==> src/rtl/bcd_seg7_scanner.sv <==
// Time-multiplexed four-digit 7-segment scanner for the Nexys4 DDR display.
// Digits are committed only at frame boundaries, and each slot opens with an anti-ghosting gap.
module bcd_seg7_scanner #(
    parameter int REFRESH_DIV = 100000,
    parameter int GAP_CYCLES  = 1000
) (
    input  logic       CLK100MHZ,
    input  logic       CPU_RESETN,
    input  logic [3:0] Thousands,
    input  logic [3:0] Hundreds,
    input  logic [3:0] Tens,
    input  logic [3:0] Ones,
    input  logic       bcd_valid,
    input  logic [3:0] dp_mask,
    input  logic       lz_blank,
    output logic [7:0] AN,
    output logic [6:0] SEG,
    output logic       DP,
    output logic       frame_tick
);

    localparam int              CNT_W     = (REFRESH_DIV > 2) ? $clog2(REFRESH_DIV) : 1;
    localparam logic [CNT_W-1:0] TICK_LAST = CNT_W'(REFRESH_DIV - 1);
    localparam logic [CNT_W-1:0] GAP_END   = CNT_W'(GAP_CYCLES);

    logic [CNT_W-1:0] tick_cnt;
    logic [1:0]       digit_idx;

    logic [3:0][3:0]  pend_digits;
    logic [3:0]       pend_dp;
    logic             pending_valid;
    logic [3:0][3:0]  disp_digits;
    logic [3:0]       disp_dp;

    logic             slot_end;
    logic             frame_boundary;
    logic [3:0][3:0]  in_digits;

    assign slot_end       = (tick_cnt == TICK_LAST);
    assign frame_boundary = slot_end && (digit_idx == 2'd3);
    assign in_digits      = {Thousands, Hundreds, Tens, Ones};

    function automatic logic [6:0] decode(input logic [3:0] value);
        logic [6:0] pattern;
        case (value)
            4'd0:    pattern = 7'h40;
            4'd1:    pattern = 7'h79;
            4'd2:    pattern = 7'h24;
            4'd3:    pattern = 7'h30;
            4'd4:    pattern = 7'h19;
            4'd5:    pattern = 7'h12;
            4'd6:    pattern = 7'h02;
            4'd7:    pattern = 7'h78;
            4'd8:    pattern = 7'h00;
            4'd9:    pattern = 7'h10;
            default: pattern = 7'h3F;
        endcase
        return pattern;
    endfunction

    // NOTE: state registers use non-blocking assignments so every flop samples pre-edge values.
    always_ff @(posedge CLK100MHZ or negedge CPU_RESETN) begin
        if (!CPU_RESETN) begin
            tick_cnt  <= '0;
            digit_idx <= '0;
        end else if (slot_end) begin
            tick_cnt  <= '0;
            digit_idx <= digit_idx + 2'd1;
        end else begin
            tick_cnt  <= tick_cnt + 1'b1;
        end
    end

    // A strobe landing on the boundary bypasses pending so it is not held back a whole frame.
    always_ff @(posedge CLK100MHZ or negedge CPU_RESETN) begin
        if (!CPU_RESETN) begin
            pend_digits   <= '0;
            pend_dp       <= '0;
            pending_valid <= 1'b0;
            disp_digits   <= '0;
            disp_dp       <= '0;
        end else begin
            if (bcd_valid) begin
                pend_digits <= in_digits;
                pend_dp     <= dp_mask;
            end
            if (frame_boundary) begin
                pending_valid <= 1'b0;
                if (bcd_valid) begin
                    disp_digits <= in_digits;
                    disp_dp     <= dp_mask;
                end else if (pending_valid) begin
                    disp_digits <= pend_digits;
                    disp_dp     <= pend_dp;
                end
            end else if (bcd_valid) begin
                pending_valid <= 1'b1;
            end
        end
    end

    logic [3:0] blank;
    logic [7:0] an_next;
    logic [6:0] seg_next;
    logic       dp_next;

    // Blanking ripples down from the leftmost digit; a lit decimal point breaks the chain.
    always_comb begin
        blank    = '0;
        blank[3] = lz_blank && (disp_digits[3] == 4'd0) && !disp_dp[3];
        blank[2] = blank[3] && (disp_digits[2] == 4'd0) && !disp_dp[2];
        blank[1] = blank[2] && (disp_digits[1] == 4'd0) && !disp_dp[1];
    end

    // NOTE: every combinational output gets a default first so no path can infer a latch.
    always_comb begin
        an_next  = 8'hFF;
        seg_next = 7'h7F;
        dp_next  = 1'b1;
        if ((tick_cnt >= GAP_END) && !blank[digit_idx]) begin
            an_next[digit_idx] = 1'b0;
            seg_next           = decode(disp_digits[digit_idx]);
            dp_next            = ~disp_dp[digit_idx];
        end
    end

    always_ff @(posedge CLK100MHZ or negedge CPU_RESETN) begin
        if (!CPU_RESETN) begin
            AN         <= 8'hFF;
            SEG        <= 7'h7F;
            DP         <= 1'b1;
            frame_tick <= 1'b0;
        end else begin
            AN         <= an_next;
            SEG        <= seg_next;
            DP         <= dp_next;
            frame_tick <= frame_boundary;
        end
    end

endmodule

==> config.mk <==
export PLATFORM = sky130hd
export DESIGN_NAME = bcd_seg7_scanner
export DESIGN_NICKNAME = d
export VERILOG_FILES = /design/src/rtl/bcd_seg7_scanner.sv
export SDC_FILE = /design/constraint.sdc
export NUM_CORES = 1
export LEC_CHECK = 0
export CORE_MARGIN = 2
export CORE_UTILIZATION = 26
export DETAILED_ROUTE_END_ITERATION = 10
export HOLD_SLACK_MARGIN = 0.02
export PLACE_DENSITY = 0.53
export RECOVER_POWER = 100
export SLEW_MARGIN = 20
export SYNTH_ARGS = -nofsm -noshare
export SYNTH_HDL_FRONTEND = slang
export SYNTH_SLANG_ARGS = --single-unit
==> constraint.sdc <==
create_clock -name CLK100MHZ -period 3.3 [get_ports CLK100MHZ]
set_input_delay 0.66 -clock CLK100MHZ [delete_from_list [all_inputs] [get_ports CLK100MHZ]]
set_output_delay 0.66 -clock CLK100MHZ [all_outputs]
set_load 0.005 [all_outputs]
==> summary.md <==
| Metric | Value |
|---|---|
| Via count | `between 2,000 and 2,500` |
| Critical Path AT | `about 2.8 ns` |
| CTS clock-pin slew for the worst setup and hold paths | `~0.06 ns` |
| Worst r2r src | `tick_cnt[0]` |
| Remaining antenna violation count after routing | `0` |
| CP Launch Point | `bcd_valid` |
| Synth Area in Simple Gates | `0.127` |
| Post-synthesis sequential area ratio | `0.541` |
| R2R depth | `5` |
| Reg2reg end | `disp_dp[0]` |
| Gr usage total | `0.0961` |
| CP Capture Type | `register` |
| Hold Startpoint | `pend_digits[15]` |
| Post-synth top cells | `dfrtp_1 (61), mux2_2 (20), mux2_4 (20), nand3_1 (17), dfstp_2 (12)` |
| Die H | `~120 µm` |
| Run status | `finished, violations left` |
| First-pass GRT wire length | `about 11,000 µm` |
| Slew @ Worst Pin | `1.80 ns` |
| Initial antenna violation count | `0` |
| Clk_lat worst skew | `~0.33 ns` |
| Count of final max-slew check failures | `33` |
| Post-route DRC | `0` |
| Post-Syn Area | `3410 µm²` |
| Post-synthesis compound-gate area fraction | `0.0320` |
| Mux cell area share after synthesis | `0.187` |
| Clock buffer count from CTS | `9` |
| Netlist cell types | `43` |
| Number of max-cap violations | `1` |
| Crit path buf inv count | `2` |
| Number of diodes | `0` |
| Total gr overflow | `0` |
| CP cell instances | `dlygate4sd3_1 > clkbuf_1 > mux2_2 > mux2_1` |
| Fin crit share | `0.785` |
| Vias per cell | `about 4.3` |
| Row cnt | `slightly above 40` |
| Violation count after the first detailed-routing iteration | `roughly 90` |
| Post-synth EDFFs | `0` |
| CP max stage delay | `0.74 ns` |
| Hold_buf cts | `0` |
| Static leakage | `around 1.7 nW` |
| Failing checks | `max-capacitance violations, max-slew violations` |
| Largest family of logic cells by synthesized area | `multiplexers` |
| Crit path capture | `disp_digits[10]` |
| Most common cell in the netlist | `dfrtp_1` |
| # resized after CTS | `0` |
| Post-synthesis xor/xnor area fraction | `0.0360` |
| Final Hold Vio Count | `0` |
| Synth Instances | `roughly 260` |
| Worst slew margin | `-0.200` |
| Die W | `around 120 µm` |
| Max Fclk | `between 300 and 400 MHz` |
| CP Depth | `4` |
| Largest net degree at the start of global routing | `42` |
| Most used DFF post-synth | `dfrtp_1` |
| DRT Pass-1 Iters | `4` |
| Total wire length | `6210 µm` |
| Clock root buffer | `clkbuf_16` |
| Non-filler cells, final | `around 470` |
| CTS tree | `done` |
| Flop2flop setup slack | `~0.99 ns` |
| Dpl hpwl | `around 4400 µm` |
| Pwr/cell area | `between 500 and 600 nW/µm²` |
| Final Setup Violations | `0` |
| CP top delay family | `buffers and inverters` |
| Top-area cell type share of the netlist area | `0.448` |
| Deepest clock path buffer count | `2` |
| CP Launch Type | `primary input` |
| Total Nets Final | `about 330` |
| Syn Area/Cell | `13.3 µm²` |
| Core Box Area | `about 13,000 µm²` |
| Placed Cells | `455` |
| CP max-delay cell | `clkbuf_1` |
| Register bit total from synthesis | `73` |
| Starting density of the core | `0.268` |
| IO Port Bufs | `36` |
| Synth Area in Adders | `0.0404` |
| Area Growth Syn to Fin | `23.0%` |
| # IOs | `between 40 and 50` |
| Routed length per instance | `around 13 µm` |
| Die area | `between 10,000 and 15,000 µm²` |
| Post-layout min period | `between 2 and 3 ns` |
| Total of warnings raised by yosys | `0` |
| CP required | `approximately 3.5 ns` |
| Hold Path Class | `register to register` |
| Largest cells by area after synthesis | `dfrtp_1 (45%), dfstp_2 (9.3%), mux2_4 (8.8%)` |
| Vias in the first global route | `just over 2,000` |
| Post-Route Setup TNS | `0 ns` |
| Share of layout cells above drive strength 1 | `0.164` |
| RSZ-0062 raised after global routing | `false` |
| Cell taking the most area after synthesis | `dfrtp_1` |
| Post-CTS setup buffers | `0` |
| Utilization after layout | `0.329` |
| Async S/R FF share, synth | `1.00` |
| VDD IR max | `slightly above 200 µV` |
| RePlAce Congestion | `0.725` |
| Htree depth | `3` |
| Clk_skew | `0.00690 ns` |
| WS Path Type | `primary input to register` |
| Worst Path Max Fanout | `17` |
| Clock Sink Count | `73` |
==> placed cells by master, fill, tap and decap left out, types with 2 or more instances in the layout <==
cell type        count
xor2_1               9
or3_1                3
a21oi_1              3
mux2_1              32
conb_1               4
and2_1               3
clkbuf_16            9
nor2_1              11
mux4_2               5
ha_1                11
dfstp_2             12
o211ai_1             4
clkdlybuf4s50_1     20
o21ai_0              6
and4_1               4
and3_1               2
clkbuf_1             2
bufinv_16            3
nand3_1             17
or4b_2               2
inv_1                9
nand4_1              5
dlygate4sd3_1       15
dfrtp_1             61
nor4_1               2
xnor2_1              5
mux2_2               7
nor3_1               3
nand2_1             11
clkinvlp_4           2
==> flip-flops by register name, indices dropped and copies added, names as in the netlist <==
| name | count |
|---|---|
| digit_idx | 2 |
| frame_tick | 1 |
| DP | 1 |
| SEG | 7 |
| pending_valid | 1 |
| disp_digits | 16 |
| pend_dp | 4 |
| pend_digits | 16 |
| AN | 4 |
| disp_dp | 4 |
| tick_cnt | 17 |
==> logic make-up (layout without fill, tap and decap cells) <==
kind of cell | after synthesis | count (layout)
flip-flops | 73 | 73
AND/OR/NAND/NOR | 72 | 72
multiplexers | 45 | 45
buffers and inverters | 23 | 63
AO/OA/AOI/OAI | 17 | 17
XOR/XNOR | 14 | 14
adder cells (fa/ha/maj) | 11 | 11
other | 1 | 4
==> area by class of cell <==
class	instances	area, µm²
clock buffer	9	225
clock inverter	7	119
fill	1328	8530
inverter	9	33.8
multi-input combinational	163	1380
sequential	73	1840
tap	172	215
timing repair buffer	38	378
==> how the worst min path moves through the flow <==
stage          depth (start not counted)  slack, ns              end
3_3_place_gp                           2       0.48    pending_valid
2_1_floorplan                          0       0.36     digit_idx[0]
3_5_place_dp                           2       0.48    pending_valid
4_1_cts                                1       0.41   pend_digits[6]
6_report                               1       0.48  pend_digits[15]
5_1_grt                                1       0.51       pend_dp[1]
==> power by group <==
part           internal [W]  switching [W]  leakage (nW)
combinational     0.0000583      0.0000507         0.682
clock              0.000738       0.000369         0.162
sequential         0.000930      0.0000133         0.903
==> per-stage QoR <==
stage | worst slack (ns) | area [µm²] | total power [W] | hold slack, ns
6_report | 0.711 | 4190 | 0.00216 | 0.483
5_1_grt | 0.574 | 4190 | 0.00225 | 0.507
4_1_cts | 0.986 | 4270 | 0.00220 | 0.406
3_5_place_dp | 0.776 | 3930 | 0.00108 | 0.481
3_3_place_gp | 0.836 | 3930 | 0.00108 | 0.477
2_1_floorplan | 1.35 | 3420 | 0.00102 | 0.364
==> metal layers <==
| metal | wire length [µm] | global-route usage | vias up |
|---|---|---|---|
| met5 | 0 | 0 | - |
| met4 | 86 | 0.0335 | 0 |
| met3 | 252 | 0.0319 | 7 |
| met2 | 2590 | 0.132 | 42 |
| met1 | 3280 | 0.140 | 988 |
| li1 | - | - | 975 |
Note: power is estimated with default switching activity, not from simulation.
